<file path="src/rtl/axis_header_insert_arbiter.sv">
// Round-robin arbiter that feeds the header-insert port of an AXI-Stream
// header inserter. It grants one header per packet and holds the grant until
// the inserter's output stream completes that packet, then rotates priority.
module axis_header_insert_arbiter #(
    parameter int unsigned DATA_WD      = 32,
    parameter int unsigned DATA_BYTE_WD = DATA_WD / 8,
    parameter int unsigned NUM_REQ      = 4,
    parameter int unsigned ID_WD        = $clog2(NUM_REQ),
    parameter int unsigned CNT_WD       = 16
) (
    input  logic                            clk,
    input  logic                            rst,
    input  logic [NUM_REQ-1:0]              req_valid_i,
    input  logic [NUM_REQ*DATA_WD-1:0]      req_header_i,
    input  logic [NUM_REQ*DATA_BYTE_WD-1:0] req_keep_i,
    output logic [NUM_REQ-1:0]              req_ready_o,
    output logic                            ins_valid_o,
    output logic [DATA_WD-1:0]              ins_header_o,
    output logic [DATA_BYTE_WD-1:0]         ins_keep_o,
    input  logic                            ins_ready_i,
    input  logic                            mon_valid_i,
    input  logic                            mon_ready_i,
    input  logic                            mon_last_i,
    output logic [ID_WD-1:0]                grant_id_o,
    output logic                            busy_o,
    output logic [CNT_WD-1:0]               pkt_cnt_o,
    output logic                            err_orphan_last_o
);

    typedef enum logic [1:0] {StIdle, StOffer, StBusy} state_e;

    state_e                  state_q, state_d;
    logic [ID_WD-1:0]        ptr_q, ptr_d;
    logic [ID_WD-1:0]        grant_id_q, grant_id_d;
    logic [DATA_WD-1:0]      hdr_q, hdr_d;
    logic [DATA_BYTE_WD-1:0] keep_q, keep_d;
    logic [CNT_WD-1:0]       cnt_q, cnt_d;
    logic                    err_q, err_d;

    logic [DATA_WD-1:0]      hdr_arr  [NUM_REQ];
    logic [DATA_BYTE_WD-1:0] keep_arr [NUM_REQ];
    logic [ID_WD-1:0]        next_ptr;
    logic [ID_WD-1:0]        base;
    logic [ID_WD-1:0]        win;
    logic                    found;
    logic                    grant;
    logic                    last_hs;

    // Unpack the flat requester buses into per-requester views.
    always_comb begin
        for (int i = 0; i < NUM_REQ; i++) begin
            hdr_arr[i]  = req_header_i[i*DATA_WD +: DATA_WD];
            keep_arr[i] = req_keep_i[i*DATA_BYTE_WD +: DATA_BYTE_WD];
        end
    end

    assign next_ptr = (grant_id_q == ID_WD'(NUM_REQ - 1)) ? '0 : grant_id_q + 1'b1;
    assign last_hs  = mon_valid_i & mon_ready_i & mon_last_i;

    // Round-robin search upward from the base pointer with wrap. On packet
    // completion the rotated pointer is used so back-to-back grants are fair.
    always_comb begin
        int unsigned      sum;
        logic [ID_WD-1:0] idx;
        base  = (state_q == StBusy) ? next_ptr : ptr_q;
        found = 1'b0;
        win   = '0;
        sum   = 0;
        idx   = '0;
        for (int unsigned k = 0; k < NUM_REQ; k++) begin
            sum = (32'(base) + k) % NUM_REQ;
            idx = ID_WD'(sum);
            if (!found && req_valid_i[idx]) begin
                found = 1'b1;
                win   = idx;
            end
        end
    end

    // Next-state logic: grant/capture, offer handshake, completion tracking.
    always_comb begin
        state_d    = state_q;
        ptr_d      = ptr_q;
        grant_id_d = grant_id_q;
        hdr_d      = hdr_q;
        keep_d     = keep_q;
        cnt_d      = cnt_q;
        err_d      = err_q;
        grant      = 1'b0;

        unique case (state_q)
            StIdle: begin
                if (last_hs) err_d = 1'b1;
                if (found) grant = 1'b1;
            end
            StOffer: begin
                if (last_hs) err_d = 1'b1;
                if (ins_ready_i) state_d = StBusy;
            end
            StBusy: begin
                if (last_hs) begin
                    cnt_d = cnt_q + 1'b1;
                    ptr_d = next_ptr;
                    if (found) grant = 1'b1;
                    else       state_d = StIdle;
                end
            end
            default: state_d = StIdle;
        endcase

        if (grant) begin
            hdr_d      = hdr_arr[win];
            keep_d     = keep_arr[win];
            grant_id_d = win;
            state_d    = StOffer;
        end
    end

    // Accept pulse is combinational; forced low while reset is held.
    always_comb begin
        req_ready_o = '0;
        if (grant && !rst) req_ready_o = NUM_REQ'(1) << win;
    end

    // State and datapath registers.
    always_ff @(posedge clk or posedge rst) begin
        if (rst) begin
            state_q    <= StIdle;
            ptr_q      <= '0;
            grant_id_q <= '0;
            hdr_q      <= '0;
            keep_q     <= '0;
            cnt_q      <= '0;
            err_q      <= 1'b0;
        end else begin
            state_q    <= state_d;
            ptr_q      <= ptr_d;
            grant_id_q <= grant_id_d;
            hdr_q      <= hdr_d;
            keep_q     <= keep_d;
            cnt_q      <= cnt_d;
            err_q      <= err_d;
        end
    end

    assign ins_valid_o       = (state_q == StOffer);
    assign ins_header_o      = hdr_q;
    assign ins_keep_o        = keep_q;
    assign grant_id_o        = grant_id_q;
    assign busy_o            = (state_q != StIdle);
    assign pkt_cnt_o         = cnt_q;
    assign err_orphan_last_o = err_q;

endmodule

</file>
<file path="config.mk">
export PLATFORM = sky130hd
export DESIGN_NAME = axis_header_insert_arbiter
export DESIGN_NICKNAME = d
export VERILOG_FILES = /design/src/rtl/axis_header_insert_arbiter.sv
export SDC_FILE = /design/constraint.sdc
export NUM_CORES = 1
export LEC_CHECK = 0
export CAP_MARGIN = 40
export CORE_MARGIN = 4
export CORE_UTILIZATION = 38
export CTS_BUF_LIST = sky130_fd_sc_hd__clkbuf_8
export CTS_CLUSTER_DIAMETER = 80
export DETAILED_ROUTE_END_ITERATION = 6
export PLACE_DENSITY = 0.81
export SETUP_SLACK_MARGIN = 0.5
export SLEW_MARGIN = 0
export SYNTH_ARGS = -nofsm -noshare
export SYNTH_HDL_FRONTEND = slang
export SYNTH_SLANG_ARGS = --single-unit
</file>
<file path="constraint.sdc">
create_clock -name clk -period 5.5 [get_ports clk]
set_input_delay 1.65 -clock clk [delete_from_list [all_inputs] [get_ports clk]]
set_output_delay 1.65 -clock clk [all_outputs]
set_load 0.1 [all_outputs]
</file>
# == Word level (Yosys, flattened, before mapping) ==
# Index checks and enable logic that the tools add are counted.
# word_totals
ff_bits,59
in_bits,154
out_inout_bits,61
elab_cells,75
# op_classes
n_addsub,5
magnitude_cmp,5
eq_ne,7
shifts,1
n_mux,33
bitwise,3
n_reduce_logical,14
# ops
cell,count
32-bit binary-select mux with 2-bit select,1
32-bit 2-to-1 mux,2
2-bit 2-to-1 mux,10
"16-bit by 1-bit adder with 16-bit output, second input constant",1
"2-bit by 3-bit less-than comparator with 1-bit output, second input constant",4
4-bit 2-to-1 mux,3
1-bit 2-to-1 mux,10
1-bit binary-select mux with 2-bit select,4
4-bit binary-select mux with 2-bit select,1
"3-bit != test, second input constant",2
2-bit case mux with 3 select lines,1
"2-bit by 1-bit adder with 2-bit output, second input constant",2
"2-bit adder, second input constant",2
"2-bit equality test, second input constant",2
1-bit logical AND,4
1-bit zero test,4
2-bit AND reduction,2
4-bit AND reduction,1
"1-bit by 2-bit << shifter with 4-bit output, first input constant",1
"3-bit >= comparator, second input constant",1
"3-bit by 1-bit != test with 1-bit output, second input constant",1
2-bit inverter with 3-bit output,1
1-bit AND,2
"2-bit by 1-bit equality test with 1-bit output, second input constant",1
5 further kinds,5

# == Longest topological paths before layout ==
# Gate-level depths: netlist of run 1.
# depth
ltp_word,20
mapped_depth,10
mapped_depth_nobuf,8

# == Least setup slack after synthesis of run 1 ==
# Ideal clock, no wire load.
# synth_path
kind,in2out
startpoint,input req_valid_i[3]
endpoint,output req_ready_o[0]
t_arrival_ps,5471
required_time_ps,3850
path_slack_ps,-1621
cell_stages,5
path_buffers,1
cell_sequence,nor2_1 -> nor4_2 -> or3_1 -> clkbuf_1 -> nor4_1
# synth_via
elab_chain_len,17
elab_cells_between_ends,28
# synth_rtl
item,line,source
from (decl),13,"input logic [NUM_REQ-1:0] req_valid_i,"
1-bit binary-select mux with 2-bit select,73,if (!found && req_valid_i[idx]) begin
1-bit 2-to-1 mux (implied by the code),73,
1-bit 2-to-1 mux,73,
1-bit zero test,73,
1-bit logical AND,73,
1-bit 2-to-1 mux,73,
1-bit zero test,73,
1-bit logical AND,73,
1-bit 2-to-1 mux,73,
1-bit zero test,73,
1-bit logical AND,73,
1-bit 2-to-1 mux,73,
1-bit 2-to-1 mux,"94, 104",
1-bit 2-to-1 mux,101,if (last_hs) begin
1-bit case mux with 2 select lines,91,unique case (state_q)
1-bit logical AND,122,if (grant && !rst) req_ready_o = NUM_REQ'(1) << win;
4-bit 2-to-1 mux (*),122,
to (decl),16,"output logic [NUM_REQ-1:0] req_ready_o,"
# Mark *: on every way between the ends. The rest lies on a longest branch, timed or not. The select of a mux whose other input is x is not followed.

# == Worst setup path after layout of run 1 ==
# layout_path
startpoint,input mon_last_i
endpoint,output req_ready_o[2]
# layout_via
elab_chain_len,5
# layout_rtl
item,line,source
from (decl),23,"input logic mon_last_i,"
1-bit AND,58,assign last_hs = mon_valid_i & mon_ready_i & mon_last_i;
1-bit 2-to-1 mux,101,
1-bit case mux with 2 select lines,91,
1-bit logical AND,122,
4-bit 2-to-1 mux,122,
# No other way between the ends.

==> impl_results.md, run 1 <==
- Pin count of the biggest net entering global routing: 43
- Drt initial violations: 257
- ANT cells: 0
- Post-synthesis mux area share: 13.3%
- Hold Path Class: reg2reg
- Synth area leaders: dfrtp_1 (42%), mux2_1 (12%), a222oi_1 (10%)
- Most common cell in the netlist: dfrtp_1
- Global route overflow: 0
- RSZ-0062 raised after global routing: false
- Synth area leader: dfrtp_1
- Pre-CTS setup slack: 0.349 ns
- Min Tclk post-route: 4.90 ns
- Crit path launch type: input port
- Root Buffer: clkbuf_8
- F_max: 0.204 GHz
- Initial antenna violation count: 0
- Compound-Gate Fraction of Synth Area: 19.7%
- Setup tns final: 0 ns
- WP data arrival: 3.25 ns
- Post-synth EDFFs: 0
- CP Capture Type: output pin
- Yosys reg bits: 59
- Number of CTS-inserted buffers: 9
- Top cell type's share of synthesized area: 42.3%
- Routed wire length: 14.1 mm
- Worst ir drop on vdd: 0.501 mV
- First-pass GRT wire length: 22.1 mm
- Num rows: 34
- Share of cells above drive strength 1: 20.3%
- GRT Total Usage: 25.6%
- Starting Density: 39.6%
- First-pass detailed-route iteration total: 7
- Fraction of registers with async set/reset: 100%
- Register area share after synthesis: 42.3%
- Worst r2r src: grant_id_o[0]$_DFFE_PP0P_
- Routed Antenna Nets: 0
- Final Util: 80.0%
- Drt drc: 0
- Synthesized area: 0.00349 sq mm
- DP HPWL: 11.1 mm
- PortBufs: 214
- Syn-to-layout area delta: 102%
- Worst min-delay path startpoint: pkt_cnt_o[9]$_DFFE_PP0P_
- Clock slew at reported path FFs: 0.07 ns
- DP Area: 0.00682 sq mm
- Leak pwr: 2.89 nW
- WL/cell: 19.9 um
- Setup violators final: 0
- Synth top cells by count: dfrtp_1 (59), nor2_1 (47), a21oi_1 (40)
- Nets: 751
- # IOs: 215
- Die Ht: 104 um
- Post-Synth XOR/XNOR Area: 3.77%
- R2R Setup Slk: 2.01 ns
- Pwr Density: 656 mW/mm^2
- Max-Cap Viols: 0
- Worst setup path class: in2out
- Fin. Hold Viols: 0
- Die area: 0.0108 sq mm
- Worst hold path cell count: 1
- Netlist cell types: 47
- Worst skew pair latency: 0.33 ns
- Vias per std cell: 5.47
- Status: complete, no violations
- Worst Reg-to-Reg Cells: 9
- Slew headroom: 53.7%
- Maximum clock path buffer count: 2
- Syn Inst Count: 321
- Synth warn: 0
- Hold Path Sink: pkt_cnt_o[9]$_DFFE_PP0P_
- Measured slew at the worst slew-check pin: 0.693 ns
- TritonCTS clock tree: yes
- Syn avg cell area: 10.9 sq um
- H-tree Lvls: 3
- Area share of and/or/nand/nor cells after synthesis: 12.9%
- Vias in the first global route: 4219
- Core area: 0.00881 sq mm
- Via count: 3874
- Worst Path Required: 3.85 ns
- Final instance area: 0.00704 sq mm
- Synth Area in Adders: 0.717%
- Max FO, Critical Path: 5
- Top_reg_cell synth: dfrtp_1
- CTS Sinks: 59
- R2r endpoint: ins_header_o[6]$_DFFE_PP0P_
- Worst Slack Setup Final: 0.603 ns
- Final period utilization: 89.0%
- Syn nets: 477
- Setup Skew: 0.00741 ns
- CTS Hold Bufs: 0
- Largest family of logic cells by synthesized area: compound AO/OA/AOI/OAI gates
- Final Max Slew Viols: 0
- Chip Width: 104 um
- GP Congestion: 0.804
-- where the power goes --
group | leakage, nW | internal [mW] | switching, mW | total (mW)
combinational | 2.09 | 1.40 | 2.11 | 3.51
clock | 0.0950 | 0.207 | 0.180 | 0.388
sequential | 0.707 | 0.608 | 0.117 | 0.725
total | 2.89 | 2.21 | 2.41 | 4.62
-- layout by cell type (no fill, tap or decap), drive strengths merged, types with 5 or more instances in the layout --
master	netlist	layout
a21oi	40	40
a222oi	36	36
buf	8	74
clkbuf	13	9
clkdlybuf4s50	0	206
dfrtp	59	59
mux2	39	39
nand2	11	11
nand3	7	7
nand4	5	5
nor2	49	49
xnor2	11	11
-- worst max-delay path, cell delays in order --
cell and delay (ns):
clkdlybuf4s50_1 0.48, nand3_2 0.19, a221oi_4 0.42, nand3_1 0.18, nor2_4 0.14, buf_12 0.18
-- metal layers --
| layer | vias to the layer above | GRT usage (%) | share of wire (%) |
|---|---|---|---|
| li1 | 1784 | - | - |
| met1 | 1848 | 27.2 | 35 |
| met2 | 210 | 46.1 | 52 |
| met3 | 32 | 8.27 | 8.8 |
| met4 | 0 | 11.3 | 3.4 |
| met5 | - | 0 | 0 |
-- worst max-delay path by stage --
stage / cells after the start / from / end / slack (ns)
after detailed placement: 6 / req_valid_i[3] / req_ready_o[0] / 0.35
after CTS: 5 / req_valid_i[1] / req_ready_o[0] / 0.47
after floorplan: 5 / req_valid_i[3] / req_ready_o[0] / 0.34
final: 6 / mon_last_i / req_ready_o[2] / 0.60
after global placement: 6 / req_valid_i[3] / req_ready_o[0] / 0.40
after global routing: 6 / mon_last_i / req_ready_o[2] / 0.50
-- cells by family after synthesis --
group,after synthesis
compound gates,90
buf+inv,26
fa+ha+maj,2
xor+xnor,15
flops,59
simple gates,89
mux,40
-- area by class of cell --
cell class / count / area (sq um)
well taps: 108 / 135
fillers: 520 / 1760
clock inverters: 7 / 68.8
repair buffers: 284 / 3380
multi-input cells: 236 / 1830
inverters: 5 / 22.5
flip-flops and latches: 59 / 1480
clock buffers: 9 / 124
-- repair_timing --
item | 4_1_cts | 5_1_grt
setup endpoints to repair | 4 | 2
setup buffers | 3 | 0
gates resized for setup | 3 | 2
pin swaps | 3 | 1
-- metrics by stage --
stage	hold slack (ns)	std cells	power [mW]
after CTS	0.499	708	4.65
after global placement	0.456	632	3.47
final	0.506	708	4.62
after global routing	0.525	708	4.81
after floorplan	0.516	321	2.89
after detailed placement	0.487	689	4.24
-- flip-flops by register name (all words and copies together) (netlist names) --
signal and cells:
ins_keep_o 4, state_q 2, grant_id_o 2, ins_header_o 32, pkt_cnt_o 16, err_orphan_last_o 1, ptr_q 2
No activity file was read; power rests on OpenSTA's default activity.
==> inputs of run 2 (changes only) <==
==> constraint.sdc (replaced) <==
create_clock -name clk -period 5.5 [get_ports clk]
set_input_delay 1.65 -clock clk [delete_from_list [all_inputs] [get_ports clk]]
set_output_delay 1.65 -clock clk [all_outputs]
set_load 0.005 [all_outputs]
==> run 2 against run 1 <==
  * Global-route usage decreased by 2.9 points
  * Sequential share of layout area increased by 3.9 points
  * Combinational power decreased by 55%
  * Sequential power decreased by 1%
  * Final cell count decreased by 7.3%
  * Setup slack got worse by 0.038 ns
  * Maximum frequency decreased by 0.77%
  * Design area decreased by 16%
  * Sequential cell count unchanged
  * Clock power increased by 15%
  * Register-to-register slack improved by 0.15 ns
  * Routed wire length decreased by 11%
  * Critical path type unchanged
==> impl_results.md, run 2 (same netlist as run 1, synthesis figures left out) <==
- H-tree Lvls: 3 (unchanged)
- Chip Width: 104 um (unchanged)
- Share of cells above drive strength 1: 10.8% (-9.6 points)
- # IOs: 215 (unchanged)
- Routed Antenna Nets: 0 (unchanged)
- Crit path launch type: input port
- Max FO, Critical Path: 4 (-1)
- Core area: 0.00881 sq mm (unchanged)
- Vias in the first global route: 3811 (-9.7%)
- TritonCTS clock tree: yes
- Status: complete, no violations
- Via count: 3601 (-7.0%)
- Starting Density: 39.6% (unchanged)
- DP Area: 0.00567 sq mm (-17%)
- Min Hold Slack: 0.467 ns (-0.0397 ns)
- Seq. cell area: 0.00148 sq mm (about the same)
- Multi-input gate area: 0.00180 sq mm (-1.8%)
- Die Ht: 104 um (unchanged)
- Drt initial violations: 280 (+8.9%)
- Measured slew at the worst slew-check pin: 0.741 ns (+0.0478 ns)
- Leak pwr: 2.42 nW (-16%)
- Final period utilization: 89.7% (+0.69 points)
- Clock slew at reported path FFs: 0.06 ns (about the same)
- Pwr Density: 461 mW/mm^2 (-30%)
- Min Tclk post-route: 4.93 ns (+0.0379 ns)
- DP HPWL: 9.35 mm (-16%)
- Setup Skew: 0.00747 ns (+0.0000541 ns)
- Total power: 2.73 mW (-41%)
- Pin count of the biggest net entering global routing: 60 (+40%)
- Commonest non-fill, non-tap cell in the layout: clkdlybuf4s50_1
- Die area: 0.0108 sq mm (unchanged)
- ANT cells: 0 (unchanged)
- Max-Cap Viols: 0 (unchanged)
- Final Max Slew Viols: 0 (unchanged)
- CP Capture Type: output pin
- RSZ-0062 raised after global routing: false
- Worst skew pair latency: 0.32 ns (about the same)
- Crit-path cells: clkdlybuf4s50_1 -> nand3_1 -> buf_4 -> a221oi_4 -> buf_4 -> nand3_1 -> nor2_1 -> dlygate4sd2_1
- First-pass detailed-route iteration total: 5 (-2)
- Worst ir drop on vdd: 0.388 mV (-23%)
- Vias per std cell: 5.49 (+0.32%)
- Nets: 699 (-6.9%)
- F_max: 0.203 GHz (-0.77%)
- Number of CTS-inserted buffers: 9 (unchanged)
- GP Congestion: 0.938 (+17%)
- Maximum clock path buffer count: 2 (unchanged)
- Worst setup path class: in2out
- Root Buffer: clkbuf_8
- Fill cells: 727 (+40%)
- Final instance area: 0.00593 sq mm (-16%)
- Initial antenna violation count: 0 (unchanged)
- CTS Hold Bufs: 0 (unchanged)
- Critical-path top delay cell: clkdlybuf4s50_1
- Setup tns final: 0 ns (unchanged)
- First-pass GRT wire length: 19.7 mm (-11%)
- Slew headroom: 50.6% (-3.1 points)
- Global route overflow: 0 (unchanged)
- Max incr delay on CP: 0.47 ns (about the same)
- Fin. Hold Viols: 0 (unchanged)
- Routed wire length: 12.5 mm (-11%)
- Worst Path Required: 3.85 ns (about the same)
- Syn-to-layout area delta: 69.9%
- WP data arrival: 3.28 ns (+0.03 ns)
- Setup violators final: 0 (unchanged)
- Final Util: 67.3% (-13 points)
- CTS Sinks: 59 (unchanged)
- Drt drc: 0 (unchanged)
- Hold Path Class: reg2reg
- Commonest non-fill, non-tap cells in the layout: clkdlybuf4s50_1 (207), dfrtp_1 (59), nor2_1 (46)
- GRT Total Usage: 22.7% (-2.9 points)
- WL/cell: 19.1 um (-4.1%)
- Num rows: 34 (unchanged)
- PortBufs: 214 (unchanged)
- Max FFs per register: 32 (unchanged)
-- run 2: per-layer routing --
layer	part of all wire [%]	vias up	global-route usage, %
met1	38	1712	25.7
li1	-	1676	-
met4	1.8	0	7.03
met5	0	-	0
met3	8.8	21	6.72
met2	51	192	40.9
-- run 2: path summary, 6_finish.rpt --
check,from,slack [ns],endpoint,cells past startpoint
min in group asynchronous,rst,2.04,grant_id_o[0]$_DFFE_PP0P_,3
max reg2reg,grant_id_o[0]$_DFFE_PP0P_,2.16,ins_header_o[13]$_DFFE_PP0P_,9
min reg2reg,pkt_cnt_o[15]$_DFFE_PP0P_,0.47,pkt_cnt_o[15]$_DFFE_PP0P_,1
max,mon_valid_i,0.57,req_ready_o[2],8
min,pkt_cnt_o[15]$_DFFE_PP0P_,0.47,pkt_cnt_o[15]$_DFFE_PP0P_,1
max in group asynchronous,rst,2.99,ins_header_o[6]$_DFFE_PP0P_,3
-- run 2: worst max-delay path, delay by kind of cell --
| family | cells | cell delay [ns] |
|---|---|---|
| compound gates | 1 | 0.29 |
| buf+inv | 4 | 1.06 |
| simple gates | 3 | 0.28 |
-- run 2: per-stage QoR --
| stage | worst slack (ns) | std cells |
|---|---|---|
| detailed placement | 0.0848 | 638 |
| CTS | 0.490 | 656 |
| floorplan | 0.598 | 321 |
| finish | 0.565 | 656 |
| global placement | 0.0621 | 638 |
| global route | 0.517 | 656 |
-- run 2: cell type report --
type	count	share of cell area [%]
sequential	59	24.9
clock buffer	11	2.55
timing repair buffer	232	38.3
tap	108	2.28
clock inverter	5	1.27
multi-input combinational	236	30.3
inverter	5	0.317
-- run 2: power breakdown --
part           internal [mW]  leakage [nW]  switching [mW]
logic                  0.814          1.59           0.756
clock network          0.278         0.119           0.170
registers              0.607         0.709           0.109
total                   1.70          2.42            1.04
-- run 2: what timing repair did --
item / CTS / global route
endpoints found under the setup margin: 4 / 1
pin swaps: 5 / 0
buffers inserted: 2 / 0
cloned: 0 / 0
resized for setup: 7 / 5
==> inputs of run 3 (changes only) <==
==> constraint.sdc (replaced) <==
create_clock -name clk -period 5 [get_ports clk]
set_input_delay 1.5 -clock clk [delete_from_list [all_inputs] [get_ports clk]]
set_output_delay 1.5 -clock clk [all_outputs]
set_load 0.005 [all_outputs]
==> run 3 against run 2 <==
  * The run now ends with DRC left
  * Core utilization rose by 1.1 points
  * First-iteration DRC count is 22% lower
  * Clock power up 28%
  * Routed wire length increased by 2.8%
  * Largest cell class unchanged
  * Sequential power is 11% higher
  * Setup slack lost 0.10 ns
  * Combinational power up 13%
  * Total power up 15%
  * Critical endpoint is now req_ready_o[0]
==> impl_results.md, run 3 (same netlist as run 1, synthesis figures left out) <==
- Final period utilization: 90.7%
- Critical-path top delay cell: or3_4
- Final Max Slew Viols: 0 (unchanged)
- Setup Skew: 0.00692 ns (-0.000550 ns)
- Number of CTS-inserted buffers: 9 (unchanged)
- # IOs: 215 (unchanged)
- Chip Width: 104 um (unchanged)
- TritonCTS clock tree: yes
- Worst skew pair latency: 0.32 ns (about the same)
- Via count: 3679 (+2.2%)
- ANT cells: 0 (unchanged)
- Worst ir drop on vdd: 0.506 mV (+30%)
- Pre-CTS setup slack: -0.0926 ns (-0.177 ns)
- Vias per std cell: 5.57 (+1.4%)
- Vias in the first global route: 3871 (+1.6%)
- Status: finished, violations left
- Fill cells: 676 (-7.0%)
- Syn-to-layout area delta: 72.7%
- Nets: 704 (+0.72%)
- Failing checks: DRC
- CTS Sinks: 59 (unchanged)
- Crit path launch type: input port
- Placed Cells: 640 (+0.31%)
- Starting Density: 39.6% (unchanged)
- First-pass GRT wire length: 19.9 mm (+1.4%)
- RSZ-0062 raised after global routing: true
- Die Ht: 104 um (unchanged)
- Min Tclk post-route: 4.54 ns
- Global route overflow: 0 (unchanged)
- Worst setup path class: in2out
- Root Buffer: clkbuf_8
- Routed wire length: 12.9 mm (+2.8%)
- Hold Path Class: reg2reg
- F_max: 0.220 GHz
- GRT Total Usage: 23.0% (+0.31 points)
- Pwr Density: 520 mW/mm^2 (+13%)
- Worst Path Required: 3.50 ns (-0.35 ns)
- Worst Slack Setup Final: 0.464 ns (-0.102 ns)
- Initial antenna violation count: 0 (unchanged)
- Measured slew at the worst slew-check pin: 0.739 ns (-0.00111 ns)
- Commonest non-fill, non-tap cells in the layout: clkdlybuf4s50_1 (203), dfrtp_1 (59), nor2_1 (45)
- Num rows: 34 (unchanged)
- Maximum clock path buffer count: 2 (unchanged)
- Pin count of the biggest net entering global routing: 60 (unchanged)
- Leak pwr: 2.46 nW (+1.7%)
- Crit-path cells: dlygate4sd2_1 -> buf_4 -> inv_1 -> a21oi_1 -> or3_4 -> nor4_4 -> clkdlybuf4s15_1
- GP Congestion: 0.922 (-1.7%)
- Routed Antenna Nets: 0 (unchanged)
- Max FO, Critical Path: 4 (unchanged)
- WP data arrival: 3.04 ns (-0.24 ns)
- Drt initial violations: 219 (-22%)
- H-tree Lvls: 3 (unchanged)
- Clock slew at reported path FFs: 0.06 ns (about the same)
- Share of cells above drive strength 1: 12.3% (+1.5 points)
- CP Capture Type: output pin
- Drt drc: 13 (+13)
- Max FFs per register: 32 (unchanged)
- Max-Cap Viols: 0 (unchanged)
- Fin cells: 661 (+0.76%)
- Max incr delay on CP: 0.43 ns (-0.04 ns)
- WL/cell: 19.4 um (+2.0%)
- Die area: 0.0108 sq mm (unchanged)
- First-pass detailed-route iteration total: 7 (+2)
- Slew headroom: 50.7% (+0.074 points)
- Commonest non-fill, non-tap cell in the layout: clkdlybuf4s50_1
- PortBufs: 214 (unchanged)
- Fin. Hold Viols: 0 (unchanged)
- DP HPWL: 9.53 mm (+2.0%)
- Setup violators final: 0 (unchanged)
- Core area: 0.00881 sq mm (unchanged)
[run 3: worst max-delay path: cells and delay by family]
kind / cells / cell delay [ns]
AND/OR/NAND/NOR: 2 / 0.71
AO/OA/AOI/OAI: 1 / 0.08
buffers and inverters: 4 / 0.73
[run 3: final timing paths]
check	startpoint	cells after the start	end	slack (ns)
min in group asynchronous	rst	3	state_q[1]$_DFFE_PP0P_	1.92
max reg2reg	grant_id_o[0]$_DFFE_PP0P_	9	ins_header_o[19]$_DFFE_PP0P_	1.57
min reg2reg	pkt_cnt_o[15]$_DFFE_PP0P_	1	pkt_cnt_o[15]$_DFFE_PP0P_	0.48
min	pkt_cnt_o[15]$_DFFE_PP0P_	1	pkt_cnt_o[15]$_DFFE_PP0P_	0.48
max in group asynchronous	rst	3	ins_header_o[10]$_DFFE_PP0P_	2.59
max	req_valid_i[3]	7	req_ready_o[0]	0.46
[run 3: metal layers]
layer  part of all wire (%)  track usage, %
met3                    8.6            7.34
met1                     38            25.3
met2                     52            42.1
met4                   0.93            6.84
met5                      0               0
[run 3: final cells by class]
class | instances | area (sq um) | area share, %
Timing Repair Buffer | 237 | 2320 | 38.5
Clock inverter | 7 | 140 | 2.33
Inverter | 5 | 22.5 | 0.374
Tap cell | 108 | 135 | 2.24
Sequential cell | 59 | 1480 | 24.5
Clock buffer | 9 | 124 | 2.06
Multi-Input combinational cell | 236 | 1810 | 30.0
[run 3: timing repair]
item / CTS / global route
resized for setup: 15 / 11
buffers inserted: 4 / 1
setup endpoints to repair: 4 / 4
hold buffers: 0 / 0
pin swaps: 5 / 3
[run 3: stage by stage]
stage | total power, mW | hold WS (ns) | cell area (sq um) | setup TNS, ns | util [%]
6_report | 3.13 | 0.477 | 6030 | 0 | 68.4
5_1_grt | 3.35 | 0.511 | 6030 | 0 | 68.4
4_1_cts | 3.13 | 0.478 | 5990 | 0 | 68.0
3_5_place_dp | 2.53 | 0.465 | 5690 | -0.0926 | 64.6
3_3_place_gp | 2.47 | 0.458 | 5690 | -0.0331 | 64.6
2_1_floorplan | 1.85 | 0.465 | 3490 | 0 | -
[run 3: report_power, final]
part           switching, mW  leakage, nW  internal (mW)
Sequential             0.125        0.709          0.668
Combinational          0.851         1.63          0.919
Clock                  0.189        0.125          0.380
